## src/rtl/base4_pkg.sv

```systemverilog
// Shared constants, state encoding and index type for the base-4 digit
// serializer. Optional build macro: BASE4_SER_MSB_FIRST_EN (MSB-first order).
package base4_pkg;

    localparam int DIGITS    = 4;
    localparam int BASE_LOG2 = 2;
    localparam int WIDTH     = 8;
    localparam int DW        = 8;

    typedef enum logic [1:0] {
        IDLE = 2'd0,
        SEND = 2'd1,
        DONE = 2'd2
    } state_t;

    typedef logic [1:0] idx_t;

endpackage

```

## src/rtl/base4_digit_shreg.sv

```systemverilog
// Loadable digit shift register. Exposes the digit to be sent next.
// Optional build macro: BASE4_SER_MSB_FIRST_EN selects left shift with the
// digit taken from the top of the register; otherwise it shifts right and the
// digit is taken from the bottom.
module base4_digit_shreg
    import base4_pkg::*;
(
    input  logic                 clk,
    input  logic                 rst_n,
    input  logic                 load,
    input  logic                 shift,
    input  logic [WIDTH-1:0]     din,
    output logic [BASE_LOG2-1:0] digit
);

    logic [WIDTH-1:0] shreg_reg;
    logic [WIDTH-1:0] shifted;

    // Each digit lane takes its neighbour's contents; the vacated end lane is zero.
    generate
        for (genvar gi = 0; gi < DIGITS; gi++) begin : g_lane
`ifdef BASE4_SER_MSB_FIRST_EN
            if (gi == 0) begin : g_end
                assign shifted[gi*BASE_LOG2 +: BASE_LOG2] = '0;
            end else begin : g_mid
                assign shifted[gi*BASE_LOG2 +: BASE_LOG2] = shreg_reg[(gi-1)*BASE_LOG2 +: BASE_LOG2];
            end
`else
            if (gi == DIGITS-1) begin : g_end
                assign shifted[gi*BASE_LOG2 +: BASE_LOG2] = '0;
            end else begin : g_mid
                assign shifted[gi*BASE_LOG2 +: BASE_LOG2] = shreg_reg[(gi+1)*BASE_LOG2 +: BASE_LOG2];
            end
`endif
        end
    endgenerate

`ifdef BASE4_SER_MSB_FIRST_EN
    assign digit = shreg_reg[WIDTH-1 -: BASE_LOG2];
`else
    assign digit = shreg_reg[BASE_LOG2-1:0];
`endif

    // Register update: load has priority over shift; reset clears the value.
    always_ff @(posedge clk) begin
        if (!rst_n) begin
            shreg_reg <= '0;
        end else if (load) begin
            shreg_reg <= din;
        end else if (shift) begin
            shreg_reg <= shifted;
        end
    end

endmodule

```

## src/rtl/base4_digit_serializer.sv

```systemverilog
// Splits an 8-bit value into base-4 digits and streams them one per
// Valid/Ready handshake, then pulses Ack for one cycle.
// Optional build macro: BASE4_SER_MSB_FIRST_EN emits the most significant
// digit first; Idx always reports the true digit weight.
module base4_digit_serializer
    import base4_pkg::*;
(
    input  logic             Clk,
    input  logic             Rst_n,
    input  logic             Start,
    input  logic [WIDTH-1:0] X,
    input  logic             Ready,
    output logic [DW-1:0]    D,
    output logic             Valid,
    output logic [1:0]       Idx,
    output logic             Busy,
    output logic             Ack
);

`ifdef BASE4_SER_MSB_FIRST_EN
    localparam idx_t FIRST_IDX = idx_t'(DIGITS-1);
    localparam idx_t LAST_IDX  = idx_t'(0);
`else
    localparam idx_t FIRST_IDX = idx_t'(0);
    localparam idx_t LAST_IDX  = idx_t'(DIGITS-1);
`endif

    state_t state_reg, state_next;
    idx_t   idx_reg, idx_next;
    logic   load;
    logic   shift;
    logic [BASE_LOG2-1:0] digit;

    base4_digit_shreg u_shreg (
        .clk   (Clk),
        .rst_n (Rst_n),
        .load  (load),
        .shift (shift),
        .din   (X),
        .digit (digit)
    );

    // State and digit index registers.
    always_ff @(posedge Clk) begin
        if (!Rst_n) begin
            state_reg <= IDLE;
            idx_reg   <= '0;
        end else begin
            state_reg <= state_next;
            idx_reg   <= idx_next;
        end
    end

    // Next-state logic: capture on Start in IDLE, advance on each transfer.
    always_comb begin
        state_next = state_reg;
        idx_next   = idx_reg;
        load       = 1'b0;
        shift      = 1'b0;
        case (state_reg)
            IDLE: begin
                if (Start) begin
                    load       = 1'b1;
                    idx_next   = FIRST_IDX;
                    state_next = SEND;
                end
            end
            SEND: begin
                if (Ready) begin
                    if (idx_reg == LAST_IDX) begin
                        state_next = DONE;
                    end else begin
                        shift = 1'b1;
`ifdef BASE4_SER_MSB_FIRST_EN
                        idx_next = idx_reg - idx_t'(1);
`else
                        idx_next = idx_reg + idx_t'(1);
`endif
                    end
                end
            end
            DONE: begin
                state_next = IDLE;
            end
            default: begin
                state_next = IDLE;
            end
        endcase
    end

    // Moore outputs decoded from the state register.
    assign Valid = (state_reg == SEND);
    assign Busy  = (state_reg != IDLE);
    assign Ack   = (state_reg == DONE);
    assign Idx   = idx_reg;
    assign D     = Valid ? {{(DW-BASE_LOG2){1'b0}}, digit} : '0;

endmodule
```

## config.mk

```make
export PLATFORM = sky130hd
export DESIGN_NAME = base4_digit_serializer
export DESIGN_NICKNAME = d
export VERILOG_FILES = /design/src/rtl/base4_pkg.sv /design/src/rtl/base4_digit_shreg.sv /design/src/rtl/base4_digit_serializer.sv
export SDC_FILE = /design/constraint.sdc
export NUM_CORES = 1
export LEC_CHECK = 0
export BUFFER_PORTS_ARGS = -buffer_cell sky130_fd_sc_hd__buf_2
export CORE_MARGIN = 10
export CORE_UTILIZATION = 40
export CTS_CLUSTER_SIZE = 20
export DETAILED_ROUTE_END_ITERATION = 16
export HOLD_SLACK_MARGIN = 0.06
export PLACE_DENSITY = 0.67
export RECOVER_POWER = 100
export REMOVE_ABC_BUFFERS = 1
export SLEW_MARGIN = 20
export SYNTH_ARGS = -nofsm -noshare
export SYNTH_HDL_FRONTEND = slang
export SYNTH_HIERARCHICAL = 1
export SYNTH_SLANG_ARGS = --single-unit
export TNS_END_PERCENT = 20
```

## constraint.sdc

```tcl
create_clock -name Clk -period 3.1 [get_ports Clk]
set_clock_uncertainty 0.15 [all_clocks]
set_input_delay 0.62 -clock Clk [delete_from_list [all_inputs] [get_ports Clk]]
set_output_delay 0.62 -clock Clk [all_outputs]
set_load 0.01 [all_outputs]
```

==> results of run 1 <==
[area by class of cell]
cell class / instances / area (um2) / share of cell area [%]
Sequential cell: 12 / 240 / 31.8
Clock buffer: 4 / 36.3 / 4.80
Timing Repair Buffer: 19 / 88.8 / 11.8
Multi-Input combinational cell: 49 / 369 / 48.8
Tap cell: 17 / 21.3 / 2.81
[logic make-up after synthesis]
logic type               synth area share (%)
multiplexers                             13.0
buffers and inverters                    11.0
AO/OA/AOI/OAI                            14.0
flip-flops                               34.5
adder cells (fa/ha/maj)                  1.80
other                                   0.539
AND/OR/NAND/NOR                          25.2
[cell usage in the layout, fill, tap and decap left out, drive strengths merged, types with 2 or more instances in the layout]
cell and instances:
nand2 4, and2 2, a21boi 2, mux2 6, nand3 2, or2b 5
buf 12, or3b 2, conb 6, dfxtp 12, o211a 6, nor3b 2
clkbuf 11, o21ai 3, or2 2
[worst paths after layout]
kind,from,to,cells past startpoint
max,state_reg[1]$_SDFFE_PN0P_,D[0],3
min,Idx[1]$_SDFFE_PN0P_,Idx[1]$_SDFFE_PN0P_,2
max reg2reg,Idx[0]$_SDFFE_PN0P_,u_shreg/shreg_reg[3]$_SDFFE_PN0P_,4
min reg2reg,Idx[1]$_SDFFE_PN0P_,Idx[1]$_SDFFE_PN0P_,2
[synth_stat cells (all sizes together)]
master,n,area [um2]
dfxtp,12,240
buf,10,76.3
mux2,6,90.1
o211a,6,60.1
or2b,5,37.5
nand2,4,15.0
o21ai,3,22.5
a21boi,2,15.0
and2,2,12.5
nand3,2,10.0
nor3b,2,15.0
or2,2,15.0
or3b,2,17.5
and2b,1,7.51
and4,1,8.76
and4bb,1,16.3
conb,1,3.75
ha,1,12.5
nand2b,1,6.26
nand3b,1,7.51
nor2b,1,6.26
[power groups by stage]
stage / sequential (mW) / combinational (mW) / clock [mW]
6_report: 0.169 / 0.0501 / 0.121
5_1_grt: 0.171 / 0.0567 / 0.131
4_1_cts: 0.170 / 0.0602 / 0.125
3_5_place_dp: 0.174 / 0.0600 / 0
3_3_place_gp: 0.173 / 0.0591 / 0
2_1_floorplan: 0.172 / 0.0417 / 0
[layer usage]
metal | GRT usage [%] | routed length, um | up-vias
met3 | 2.85 | 151 | 2
li1 | - | - | 254
met5 | 0 | 0 | -
met2 | 11.0 | 574 | 15
met4 | 4.78 | 27 | 0
met1 | 7.27 | 537 | 216
[tightest hold or removal path, cell delays in order, from the launching register on]
cell and delay, ns:
dfxtp_1 0.33, nand2_1 0.07, o21ai_2 0.05
==> impl_metrics.yaml, run 1 <==
outcome:
  run_status: "complete, no violations"
clock_network:
  cts_resized: 0
  cts.sinks: 12
  clk-insertion-delay-late_ns: 0.26
  hold_buffers: 0
  cts_setup_buffers: 0
  cts_buffer_depth: 2
  tritoncts: "done"
  cts_buffers: 3
  cts.htree.levels: 1
  clk_pin_slew_ns: 0.08
  cts-root-buf: "clkbuf_4"
power_and_ir_drop:
  power_density_mw_per_mm2: 450
  p_seq_share_pct: 49.7
  p_leak_nw: 0.384
  power_frac_clock_pct: 35.5
  intPower_mw: 0.260
  switching_power_mw: 0.0801
  peakVddDrop_mv: 0.151
  p_comb_share_pct: 14.7
  p_sw_share_pct: 23.6
  power_mw: 0.340
sta:
  fmax_ghz: 0.512
  tns_ns: 0
  hold_viol: 0
  setup_ws_ns: 1.15
  maxSlewViolCount: 0
  hold_ws_ns: 0.348
  rsz0062_at_grt: "no"
  layout_min_cycle_time_ns: 1.95
  finalSetupViolCount: 0
  post-route-period-util_pct: 63.0
route:
  detail-route-antenna-nets: 0
  firstDrtPassIters: 3
  avgViaCountPerCell: 4.82
  vias: 487
  routed_wirelength_mm: 1.29
  wl_per_cell_um: 12.8
  drt_iter0_drc: 6
  drc: 0
floorplan:
  rows: 15
  fp.dieH_um: 61.7
  die_area_mm2: 0.00381
  core_area_mm2: 0.00169
  start_util_pct: 41.2
  die_x_um: 61.7
  num_io_pins: 25
worst_setup_path:
  crit_arrival_ns: 1.18
  criticalPathCategory: "flop to output port"
  r2r_setup_slack_ns: 1.17
  worst-path-buf-inv: 1
  critical-path-max-stage-delay_ns: 0.41
  crit_slowest_cell: "dfxtp_1"
  path_cells: "and2b_1, and2_1, clkbuf_1"
  cp_max_fo: 6
  cp_top_family: "flip-flops"
  worstPathRequired_ns: 2.33
  start_kind: "flop"
  critPathCaptureType: "output port"
logic_synthesis:
  synth.avg_cell_area_um2: 10.5
  synth_cell_type_count: 25
  synth_warnings: 6
  synth_seq_cells: 12
  synth_area_um2: 696
  synthCells: 66
  seq_area_frac_synth_pct: 34.5
layout:
  largest_reg_flops: 8
  fillers: 190
  final_area_um2: 756
  syn2layout_area_growth_pct: 8.63
  num_antenna_cells: 0
  layout-drive-gt1-share_pct: 22.6
  nets: 98
  fin_util_pct: 44.7
  stdcell_count: 101
global_route:
  antenna_found_initial: 0
  grt_pass1_vias: 470
  grt_max_degree: 18
  grt_pass1_wl_mm: 2.01
  grt_usage_pct: 6.90
  grt-ovfl-total: 0
place:
  pre_cts_slack_ns: 1.24
  place_congestion: 0.622
  place.port_buffers: 18
  placed_area_um2: 757
  dpl.cell_count: 97
flow_run:
  maxCapViolations: 0
worst_hold_path:
  hp-class: "flop to flop"
Power figures use the tool's default switching activity.
==> inputs of run 2 (changes only) <==
- clock period: 3.1 -> 1.8 ns (I/O delays scaled with it)
==> run 2 against run 1 <==
Effect of this change:
- final area grew 6.8%
- final cell count up 2.0%
- worst setup slack lost 1.1 ns
- worst hold slack got worse by 0.17 ns
- via count up 4.7%
- combinational power rose by 110%
- core utilization rose by 3.0 points
- clock power is 79% higher
- register-to-register slack got worse by 1.1 ns
- global-route usage increased by 0.46 points
==> impl_metrics.yaml, run 2 (synthesis results as in run 1) <==
layout:
  layout_commonest_cell: "buf_2"
  fillers: 166
  layout-drive-gt1-share_pct: 36.0
  largest_reg_flops: 8
  num_antenna_cells: 0
  syn2layout_area_growth_pct: 16.0
  final_area_um2: 807
  final_cell_mix: "buf_2 (13), dfxtp_1 (11), conb_1 (6), mux2_4 (6), o211a_1 (6)"
  nets: 100
floorplan:
  die_area_mm2: 0.00381
  core_area_mm2: 0.00169
  start_util_pct: 41.2
  fp.dieH_um: 61.7
  num_io_pins: 25
  die_x_um: 61.7
  rows: 15
sta:
  fmax_ghz: 0.585
  hold_viol: 0
  hold_ws_ns: 0.183
  finalSetupViolCount: 0
  layout_min_cycle_time_ns: 1.71
  rsz0062_at_grt: "no"
  post-route-period-util_pct: 95.0
  setup_ws_ns: 0.0895
  maxSlewViolCount: 0
power_and_ir_drop:
  p_seq_share_pct: 47.8
  p_sw_share_pct: 24.5
  peakVddDrop_mv: 0.337
  power_mw: 0.612
  p_comb_share_pct: 16.8
  intPower_mw: 0.462
  power_density_mw_per_mm2: 759
  power_frac_clock_pct: 35.4
  p_leak_nw: 0.415
  switching_power_mw: 0.150
clock_network:
  cts.htree.levels: 1
  clk_pin_slew_ns: 0.08
  clk-insertion-delay-late_ns: 0.27
  cts_buffers: 3
  cts.sinks: 12
  hold_buffers: 0
  cts-root-buf: "clkbuf_4"
  cts_buffer_depth: 2
  tritoncts: "done"
place:
  place.port_buffers: 18
  pre_cts_slack_ns: 0.0529
  placed_area_um2: 764
  post-dp-hpwl_um: 973
  place_congestion: 0.665
worst_setup_path:
  crit_arrival_ns: 1.74
  cp_max_fo: 6
  critPathCaptureType: "flop"
  crit_slowest_cell: "and4bb_4"
  worstPathRequired_ns: 1.83
  start_kind: "flop"
  criticalPathCategory: "flop to flop"
  path_cells: "ha_1, and4bb_4, mux2_4, o211a_1"
  critical-path-max-stage-delay_ns: 0.40
global_route:
  grt_max_degree: 18
  antenna_found_initial: 0
  grt_pass1_wl_mm: 1.99
  grt_usage_pct: 7.36
  grt-ovfl-total: 0
  grt_pass1_vias: 455
route:
  wl_per_cell_um: 13.5
  detail-route-antenna-nets: 0
  routed_wirelength_mm: 1.39
  avgViaCountPerCell: 4.95
  drc: 0
  drt_iter0_drc: 2
  firstDrtPassIters: 2
  vias: 510
flow_run:
  maxCapViolations: 0
worst_hold_path:
  hp-class: "primary input to flop"
outcome:
  run_status: "complete, no violations"
run 2: changes by cell type in the layout (fill, tap and decap cells not counted), sizes merged:
cell / delta
clkbuf: -2
buf: +3
and4bb: +1
run 2: metal layers:
metal  GRT usage, %  vias to the layer above  share of wire (%)
met5              0                        -                  0
met4           9.55                        0                4.9
met3           2.64                        4                9.8
met2           10.1                       17                 44
met1           7.62                      227                 41
li1               -                      262                  -
run 2: critical path, delay by kind of cell (launching register included):
kind,cells,cell delay [ns]
AND/OR/NAND/NOR,1,0.40
flip-flops,1,0.32
adder cells (fa/ha/maj),1,0.23
multiplexers,1,0.32
AO/OA/AOI/OAI,1,0.20
run 2: final cells by class:
| cell class | instances | area (um2) | share of cell area, % |
|---|---|---|---|
| clock buffers | 4 | 36.3 | 4.50 |
| multi-input cells | 50 | 408 | 50.5 |
| repair buffers | 20 | 100 | 12.4 |
| well taps | 17 | 21.3 | 2.64 |
| flip-flops and latches | 12 | 241 | 29.9 |
run 2: through the flow:
| step | utilization (%) | instances | TNS (ns) |
|---|---|---|---|
| 3_3_place_gp | 45.3 | 98 | 0 |
| 2_1_floorplan | - | 61 | -0.316 |
| 5_1_grt | 47.8 | 103 | 0 |
| 6_report | 47.8 | 103 | 0 |
| 4_1_cts | 47.4 | 102 | 0 |
| 3_5_place_dp | 45.3 | 98 | 0 |
run 2: power groups by stage:
| stage | Combinational (mW) | Clock [mW] | Sequential (mW) |
|---|---|---|---|
| 2_1_floorplan | 0.0718 | 0 | 0.297 |
| 3_3_place_gp | 0.104 | 0 | 0.298 |
| 3_5_place_dp | 0.106 | 0 | 0.298 |
| 4_1_cts | 0.106 | 0.226 | 0.292 |
| 5_1_grt | 0.117 | 0.235 | 0.294 |
| 6_report | 0.103 | 0.217 | 0.293 |
run 2: path summary, 6_finish.rpt:
| path | from | endpoint | slack (ns) | depth (start not counted) |
|---|---|---|---|---|
| worst min-delay path | X[6] | u_shreg/shreg_reg[6]$_SDFFE_PN0P_ | 0.18 | 3 |
| worst min register to register | state_reg[1]$_SDFFE_PN0P_ | state_reg[0]$_SDFFE_PN0P_ | 0.32 | 1 |
| worst max register to register | Idx[0]$_SDFFE_PN0P_ | u_shreg/shreg_reg[4]$_SDFFE_PN0P_ | 0.09 | 4 |
| worst max-delay path | Idx[0]$_SDFFE_PN0P_ | u_shreg/shreg_reg[4]$_SDFFE_PN0P_ | 0.09 | 4 |
run 2: timing repair:
item                       in CTS  in global routing
setup buffers                   0                  0
gates resized for setup         0                  1
setup endpoints to repair       0                  6
